==> src/rtl/f6_bias_load_ctrl_if.sv <==
// Bus bundle for the F6 bias loader: load control, parameter-memory read port
// and the bias word stream toward the F6 bias buffer.
interface f6_bias_load_ctrl_if #(
   parameter int WD = 8,
   parameter int AW = 10
);
   logic          i_start;
   logic          i_abort;
   logic [AW-1:0] i_base_addr;
   logic          i_ready;
   logic          o_rd_en;
   logic [AW-1:0] o_rd_addr;
   logic [WD-1:0] i_rd_data;
   logic          o_f6_bias_en;
   logic [WD-1:0] o_f6_bias_data;
   logic [7:0]    o_bias_idx;
   logic          o_busy;
   logic          o_done;

   // The controller side drives the read port and the bias stream.
   modport master (
      input  i_start, i_abort, i_base_addr, i_ready, i_rd_data,
      output o_rd_en, o_rd_addr, o_f6_bias_en, o_f6_bias_data,
             o_bias_idx, o_busy, o_done
   );

   modport slave (
      output i_start, i_abort, i_base_addr, i_ready, i_rd_data,
      input  o_rd_en, o_rd_addr, o_f6_bias_en, o_f6_bias_data,
             o_bias_idx, o_busy, o_done
   );
endinterface

==> src/rtl/f6_bias_load_ctrl.sv <==
// Streams NUM consecutive bias words from parameter memory into the F6 bias
// buffer, honouring downstream back-pressure, abort and synchronous reset.
module f6_bias_load_ctrl #(
   parameter int WD  = 8,
   parameter int NUM = 84,
   parameter int AW  = 10
) (
   input  logic                i_sclk,
   input  logic                i_rstn,
   f6_bias_load_ctrl_if.master bus
);

   localparam int CW = (NUM > 1) ? $clog2(NUM) : 1;

   typedef enum logic [1:0] {
      S_IDLE,
      S_READ,
      S_DRAIN,
      S_DONE
   } state_t;

   state_t        state_q;
   logic [CW-1:0] count_q;
   logic [AW-1:0] base_q;
   logic          biasEn_q;
   logic [7:0]    idx_q;
   logic          busy_q;
   logic          done_q;

   logic          rdFire;
   logic          lastRead;
   logic [AW-1:0] rdAddr;
   logic [WD-1:0] biasData;

   // A read goes out only while loading, when downstream allows it and the
   // load is not being cancelled in the same cycle.
   assign rdFire   = (state_q == S_READ) && bus.i_ready && !bus.i_abort;
   assign lastRead = (count_q == CW'(NUM - 1));
   assign rdAddr   = (state_q == S_READ) ? (base_q + AW'(count_q)) : '0;
   assign biasData = bus.i_rd_data;

   assign bus.o_rd_en          = rdFire;
   assign bus.o_rd_addr        = rdAddr;
   assign bus.o_f6_bias_en     = biasEn_q;
   assign bus.o_f6_bias_data   = biasData;
   assign bus.o_bias_idx       = idx_q;
   assign bus.o_busy           = busy_q;
   assign bus.o_done           = done_q;

   // Load sequencer; the bias strobe trails the read strobe by the one-cycle
   // memory latency, and the index tracks the word currently on the bus.
   always_ff @(posedge i_sclk) begin
      if (!i_rstn) begin
         state_q  <= S_IDLE;
         count_q  <= '0;
         base_q   <= '0;
         biasEn_q <= 1'b0;
         idx_q    <= 8'd0;
         busy_q   <= 1'b0;
         done_q   <= 1'b0;
      end else begin
         biasEn_q <= rdFire;
         if (rdFire) begin
            idx_q <= idx_q + 8'd1;
         end
         case (state_q)
            S_IDLE: begin
               done_q <= 1'b0;
               if (bus.i_start) begin
                  state_q <= S_READ;
                  base_q  <= bus.i_base_addr;
                  count_q <= '0;
                  idx_q   <= 8'd0;
                  busy_q  <= 1'b1;
               end
            end
            S_READ: begin
               if (bus.i_abort) begin
                  state_q <= S_IDLE;
                  count_q <= '0;
                  idx_q   <= 8'd0;
                  busy_q  <= 1'b0;
               end else if (rdFire) begin
                  if (lastRead) begin
                     state_q <= S_DRAIN;
                  end else begin
                     count_q <= count_q + CW'(1);
                  end
               end
            end
            S_DRAIN: begin
               count_q <= '0;
               busy_q  <= 1'b0;
               if (bus.i_abort) begin
                  state_q <= S_IDLE;
                  idx_q   <= 8'd0;
               end else begin
                  state_q <= S_DONE;
                  done_q  <= 1'b1;
               end
            end
            S_DONE: begin
               // Start and abort are both ignored here by design.
               state_q <= S_IDLE;
               done_q  <= 1'b0;
               idx_q   <= 8'd0;
            end
            default: begin
               state_q <= S_IDLE;
               busy_q  <= 1'b0;
               done_q  <= 1'b0;
            end
         endcase
      end
   end

endmodule

==> src/flat_wrapper.sv <==
// flat-port wrapper written by rule: the top's interface ports become plain ports
module f6_bias_load_ctrl_flat 
#(
   parameter int WD  = 8,
   parameter int NUM = 84,
   parameter int AW  = 10
)
  (i_sclk, i_rstn, bus_i_start, bus_i_abort, bus_i_base_addr, bus_i_ready, bus_i_rd_data, bus_o_rd_en, bus_o_rd_addr, bus_o_f6_bias_en, bus_o_f6_bias_data, bus_o_bias_idx, bus_o_busy, bus_o_done);
  f6_bias_load_ctrl_if #(.WD(WD), .AW(AW)) bus_i ();
  input  logic i_sclk;
  input  logic i_rstn;
  input wire logic [$bits(bus_i.i_start)-1:0] bus_i_start;
  input wire logic [$bits(bus_i.i_abort)-1:0] bus_i_abort;
  input wire logic [$bits(bus_i.i_base_addr)-1:0] bus_i_base_addr;
  input wire logic [$bits(bus_i.i_ready)-1:0] bus_i_ready;
  input wire logic [$bits(bus_i.i_rd_data)-1:0] bus_i_rd_data;
  output wire logic [$bits(bus_i.o_rd_en)-1:0] bus_o_rd_en;
  output wire logic [$bits(bus_i.o_rd_addr)-1:0] bus_o_rd_addr;
  output wire logic [$bits(bus_i.o_f6_bias_en)-1:0] bus_o_f6_bias_en;
  output wire logic [$bits(bus_i.o_f6_bias_data)-1:0] bus_o_f6_bias_data;
  output wire logic [$bits(bus_i.o_bias_idx)-1:0] bus_o_bias_idx;
  output wire logic [$bits(bus_i.o_busy)-1:0] bus_o_busy;
  output wire logic [$bits(bus_i.o_done)-1:0] bus_o_done;
  assign bus_i.i_start = bus_i_start;
  assign bus_i.i_abort = bus_i_abort;
  assign bus_i.i_base_addr = bus_i_base_addr;
  assign bus_i.i_ready = bus_i_ready;
  assign bus_i.i_rd_data = bus_i_rd_data;
  assign bus_o_rd_en = bus_i.o_rd_en;
  assign bus_o_rd_addr = bus_i.o_rd_addr;
  assign bus_o_f6_bias_en = bus_i.o_f6_bias_en;
  assign bus_o_f6_bias_data = bus_i.o_f6_bias_data;
  assign bus_o_bias_idx = bus_i.o_bias_idx;
  assign bus_o_busy = bus_i.o_busy;
  assign bus_o_done = bus_i.o_done;
  f6_bias_load_ctrl #(.WD(WD), .NUM(NUM), .AW(AW)) u_core (.i_sclk(i_sclk), .i_rstn(i_rstn), .bus(bus_i));
endmodule
==> config.mk <==
export PLATFORM = sky130hd
export DESIGN_NAME = f6_bias_load_ctrl_flat
export DESIGN_NICKNAME = d
export VERILOG_FILES = /design/src/rtl/f6_bias_load_ctrl_if.sv /design/src/rtl/f6_bias_load_ctrl.sv /design/src/flat_wrapper.sv
export SDC_FILE = /design/constraint.sdc
export NUM_CORES = 1
export LEC_CHECK = 0
export BUFFER_PORTS_ARGS = -buffer_cell sky130_fd_sc_hd__buf_2
export CORE_MARGIN = 4
export CORE_UTILIZATION = 56
export CTS_CLUSTER_DIAMETER = 80
export CTS_CLUSTER_SIZE = 8
export DETAILED_ROUTE_END_ITERATION = 12
export PLACE_DENSITY = 0.94
export RECOVER_POWER = 100
export SETUP_SLACK_MARGIN = 0.15
export SLEW_MARGIN = 10
export SYNTH_ARGS = -nofsm -noshare
export SYNTH_HDL_FRONTEND = slang
export SYNTH_SLANG_ARGS = --single-unit
export TNS_END_PERCENT = 10
==> constraint.sdc <==
create_clock -name i_sclk -period 6.31 [get_ports i_sclk]
set_clock_uncertainty 0.2 [all_clocks]
set_input_delay 0.9465 -clock i_sclk [delete_from_list [all_inputs] [get_ports i_sclk]]
set_output_delay 0.9465 -clock i_sclk [all_outputs]
set_load 0.01 [all_outputs]
* Yosys cells after proc, flatten, opt, wreduce, memory -nomap -nowiden
Index checks and enable logic that the tools add are counted.
** Word-level totals
- Bits in registers :: 30
- Output and inout bits :: 30
- Logic and storage cells :: 54
- Input port bits :: 23
** Operators by class
- Equal/unequal tests :: 10
- $add $sub $neg :: 3
- Reduce and logical (&&, ||, !) cells :: 13
- Mux-type cells :: 21
** Operators by type and width (number)
- $mux W7 :: 4
- $mux W8 :: 3
- $pmux W8 S3 :: 1
- $pmux W7 S3 :: 1
- $add A10 B7 Y10 :: 1
- $mux W10 :: 1
- $mux W2 :: 5
- $add A8 B1 Y8 const B :: 1
- $pmux W2 S4 :: 1
- $add A7 B1 Y7 const B :: 1
- $eq A7 B7 Y1 const B :: 1
- $ne A2 B2 Y1 const B :: 3
- $ne A3 B3 Y1 const B :: 2
- $reduce_and A3 Y1 :: 2
- $eq A2 B2 Y1 const B :: 2
- $reduce_and A2 Y1 :: 2
- $reduce_and A4 Y1 :: 1
- $reduce_or A2 Y1 :: 2
- $mux W1 :: 3
- $ne A3 B2 Y1 const B :: 1
- $pmux W1 S3 :: 1
- $reduce_bool A3 Y1 :: 1
- $eq A2 B1 Y1 const B :: 1
- $logic_and A1 B1 Y1 :: 2
- 4 further kinds :: 4

* Logic depth before layout (Yosys ltp)
- Depth in word-level cells :: 6
- Depth in mapped cells :: 8

* Worst setup path before layout
OpenSTA, ideal clock, no wires.
- Path kind :: reg-to-output
- Start :: register u_core.count_q[0]
- End :: output bus_o_rd_addr[6]
- Arrival time :: 1.757 ns
- Stages on the path, launching flop included :: 9
- Data required time :: 5.163 ns
- Buffers on the path :: 0
- Path slack :: 3.407 ns
- Cell sequence :: dfxtp_1 -> ha_1 -> inv_1 -> fa_1 -> nor2b_1 -> o31a_1 -> o21a_1 -> nor3_1 -> nor3_1
** Between the ends
- Longest elaborated chain between the ends :: 2
** RTL lines
- start: declaration :: RTL line f6_bias_load_ctrl.sv:23 : logic [CW-1:0] count_q;
- start signal: assignment :: RTL line f6_bias_load_ctrl.sv:87 : count_q <= count_q + CW'(1);
- $add A10 B7 Y10 :: RTL line f6_bias_load_ctrl.sv:39 : assign rdAddr = (state_q == S_READ) ? (base_q + AW'(count_q)) : '0;
- $mux W10 :: RTL line f6_bias_load_ctrl.sv:39
- end: declaration :: RTL line flat_wrapper.sv:18 : output wire logic [$bits(bus_i.o_rd_addr)-1:0] bus_o_rd_addr;
No other way between the ends.

* Worst setup path in the final report
- Start :: register u_core.count_q[0]
- End :: output bus_o_rd_addr[8]
The elaborated chain is that of the path after synthesis.

==> metrics.log <==
INFO  metric top_level_pins = 53
INFO  metric syn_nets = 253
INFO  metric start_kind = flip-flop
INFO  metric numCtsBuffers = 5
INFO  metric synth_async_sr_flop_share = 0
INFO  metric max-slew-margin-rel = 0.371
INFO  metric area_growth = 10.3%
INFO  metric clkSinkCount = 30
INFO  metric htreeDepth = 2
INFO  metric groute.layer.met3.usage = 0.0595
INFO  metric initial_core_util = 0.598
INFO  metric rsz0062_at_grt = false
INFO  metric synth.avg_cell_area = 8.70 µm²
INFO  metric slew_viol_final = 0
INFO  metric run_status = complete, no violations
INFO  metric required = 5.16 ns
INFO  metric clock_tree.root_cell = sky130_fd_sc_hd__clkbuf_4
INFO  metric chip_width = 65.8 µm
INFO  metric clock_path_buffers = 2
INFO  metric routed_len_inst = 14.5 µm
INFO  metric finalPower = 0.428 mW
INFO  metric post_route_cells_drive_above_1_share = 0.110
INFO  metric synth_cell_type_count = 46
INFO  metric critical_path_class = flip-flop to primary output
INFO  metric finalSetupViolCount = 0
INFO  metric route.antenna.remaining_nets = 0
INFO  metric crit_fanout = 5
INFO  metric number_of_global_route_vias_before_repair = 1540
INFO  metric placeableCoreArea = 3130 µm²
INFO  metric final_net_count = 282
INFO  metric count_of_endpoints_failing_hold_in_the_final_timing_report = 0
INFO  metric gr-max-usage-layer = met2
INFO  metric worst_skew_pair.late_latency = 0.34 ns
INFO  metric p_leak = 0.773 nW
INFO  metric length_of_the_first_detailed_routing_pass_in_iterations = 4
INFO  metric ctsHoldBuffers = 0
INFO  metric grt_util_all_layers = 0.209
INFO  metric hold_ws = 0.282 ns
INFO  metric port-buffer-count = 36
INFO  metric use_met2 = 0.354
INFO  metric end_kind = primary output
INFO  metric synth_area_leader_cell = sky130_fd_sc_hd__dfxtp_1
INFO  metric hp-class = flip-flop to flip-flop
INFO  metric timing.final.crit_share = 0.551
INFO  metric synthTopCellsByCount = sky130_fd_sc_hd__dfxtp_1, sky130_fd_sc_hd__nand2_1, sky130_fd_sc_hd__nor2_1
INFO  metric place.detailed.instances = 281
INFO  metric rrSetupSlack = 3.65 ns
INFO  metric cts_setup_buffers = 0
INFO  metric fin_ws = 2.83 ns
INFO  metric non_filler_instance_count_after_layout = 289
INFO  metric period_needed = 3.48 ns
INFO  metric antenna-diode-count = 0
INFO  metric power_per_cell_area = 208 nW/µm²
INFO  metric biggest_area_contributors_in_the_synthesized_netlist = sky130_fd_sc_hd__dfxtp_1, sky130_fd_sc_hd__ha_1, sky130_fd_sc_hd__nand2_1
INFO  metric yosys.cell_count.top_type = sky130_fd_sc_hd__dfxtp_1
INFO  metric dp_slack = 3.25 ns
INFO  metric worst_pin_slew = 0.940 ns
INFO  metric globalRoute.totalOverflow = 0
INFO  metric synth-main-ff-cell = sky130_fd_sc_hd__dfxtp_1
INFO  metric sum_of_net_half_perimeters_after_detailed_placement = 3070 µm
INFO  metric grt_pass1_wl = 7060 µm
INFO  metric synth-edff-count = 0
INFO  metric cts_tree = built
INFO  metric clock.fmax = 0.287 GHz
INFO  metric clk_pin_slew = 0.10 ns
INFO  metric cts_resized = 0
INFO  metric post-route-drc-count = 0
INFO  metric drt_iter0_drc = 161
INFO  metric portion_of_synthesized_cell_area_occupied_by_the_leading_cell_type = 0.321
INFO  metric wl = 4180 µm
INFO  metric globalRouteMet1Util = 0.252
INFO  metric part_of_the_yosys_area_used_for_sequential_elements = 0.321
INFO  metric place_congestion = 0.884
INFO  metric fin_setup_tns = 0 ns
INFO  metric yosysWarningCount = 0
INFO  metric timing.max_cap.violations = 0
INFO  metric arrival_time_of_the_worst_setup_path = 2.33 ns
INFO  metric post_synthesis_cells = 215
INFO  metric grt_start_max_net_pins = 21
INFO  metric ys_seq_elements = 30
INFO  metric vias_per_cell = 5.55
INFO  metric synth_area = 1870 µm²
INFO  metric vdd_ir_drop_max = 0.113 mV
INFO  metric rows = 20
INFO  metric route.vias.total = 1605
INFO  metric die_height = 65.8 µm
INFO  metric design.die.area = 4330 µm²
INFO  metric antenna_found_initial = 0
layout by cell type, fill, tap and decap left out, types with 2 or more instances in the layout:
cell and n:
sky130_fd_sc_hd__dfxtp_1 30, sky130_fd_sc_hd__nand2_1 27, sky130_fd_sc_hd__nor2_1 23, sky130_fd_sc_hd__clkbuf_1 23, sky130_fd_sc_hd__ha_1 14, sky130_fd_sc_hd__buf_2 13
sky130_fd_sc_hd__a21boi_0 12, sky130_fd_sc_hd__inv_1 9, sky130_fd_sc_hd__xor2_1 8, sky130_fd_sc_hd__o21ai_0 8, sky130_fd_sc_hd__xnor2_1 7, sky130_fd_sc_hd__nor2b_1 6
sky130_fd_sc_hd__a21oi_1 5, sky130_fd_sc_hd__a211oi_1 5, sky130_fd_sc_hd__nand3_1 5, sky130_fd_sc_hd__clkbuf_4 5, sky130_fd_sc_hd__nor3_1 4, sky130_fd_sc_hd__nand4_1 4
sky130_fd_sc_hd__o21a_1 3, sky130_fd_sc_hd__a2111oi_4 3, sky130_fd_sc_hd__and3_1 2, sky130_fd_sc_hd__a21o_1 2, sky130_fd_sc_hd__and2_0 2, sky130_fd_sc_hd__mux2i_1 2
sky130_fd_sc_hd__clkinv_2 2
final timing paths:
kind,from,endpoint,cells past startpoint
hold / removal,u_core.bus.o_busy,u_core.bus.o_busy,2
hold reg to reg,u_core.bus.o_busy,u_core.bus.o_busy,2
setup reg to reg,u_core.state_q[1],u_core.count_q[2],6
setup / recovery,u_core.count_q[0],bus_o_rd_addr[8],9
layer usage:
metal  vias up  wire [µm]
met4         0         78
met2        48       2090
met1       748       1780
met5         -          0
li1        798          -
met3        11        238
registers in the layout, indices dropped and copies added, names as in the netlist:
| register | count |
|---|---|
| u_core.base_q | 10 |
| u_core.bus.o_busy | 1 |
| u_core.bus.o_done | 1 |
| u_core.count_q | 7 |
| u_core.bus.o_bias_idx | 8 |
| u_core.bus.o_f6_bias_en | 1 |
| u_core.state_q | 2 |
cells by family after synthesis:
logic type,after synthesis,synth area share
fa+ha+maj,15,0.104
buf+inv,23,0.0655
xor+xnor,15,0.0702
simple gates,82,0.211
compound gates,48,0.217
flops,30,0.321
mux,2,0.0107
power by group:
| part | internal [mW] | switching (mW) | total (mW) | leakage, nW |
|---|---|---|---|---|
| Sequential | 0.197 | 0.00635 | 0.204 | 0.244 |
| Clock | 0.0820 | 0.0700 | 0.152 | 0.0450 |
| Combinational | 0.0261 | 0.0465 | 0.0726 | 0.484 |
area by class of cell:
class | count | area, µm²
clock buffer | 5 | 37.5
clock inverter | 3 | 40.0
fill | 279 | 1060
inverter | 9 | 33.8
multi-input combinational | 162 | 1140
sequential | 30 | 601
tap | 44 | 55.1
timing repair buffer | 36 | 151
critical path: stages, from the launching register on:
cell and delay (ns):
sky130_fd_sc_hd__dfxtp_1 0.45, sky130_fd_sc_hd__ha_1 0.23, sky130_fd_sc_hd__inv_1 0.06, sky130_fd_sc_hd__fa_1 0.37
sky130_fd_sc_hd__nor2b_1 0.20, sky130_fd_sc_hd__o31a_1 0.21, sky130_fd_sc_hd__o41ai_1 0.09, sky130_fd_sc_hd__xor2_1 0.15
sky130_fd_sc_hd__nor2_1 0.09, sky130_fd_sc_hd__clkbuf_1 0.15
per-stage QoR:
stage / cell area (µm²) / utilization
6_report: 2060 / 0.660
5_1_grt: 2060 / 0.660
4_1_cts: 2090 / 0.670
3_5_place_dp: 2020 / 0.645
3_3_place_gp: 2020 / 0.645
2_1_floorplan: 1870 / -
(Power assumes the default switching activity.)
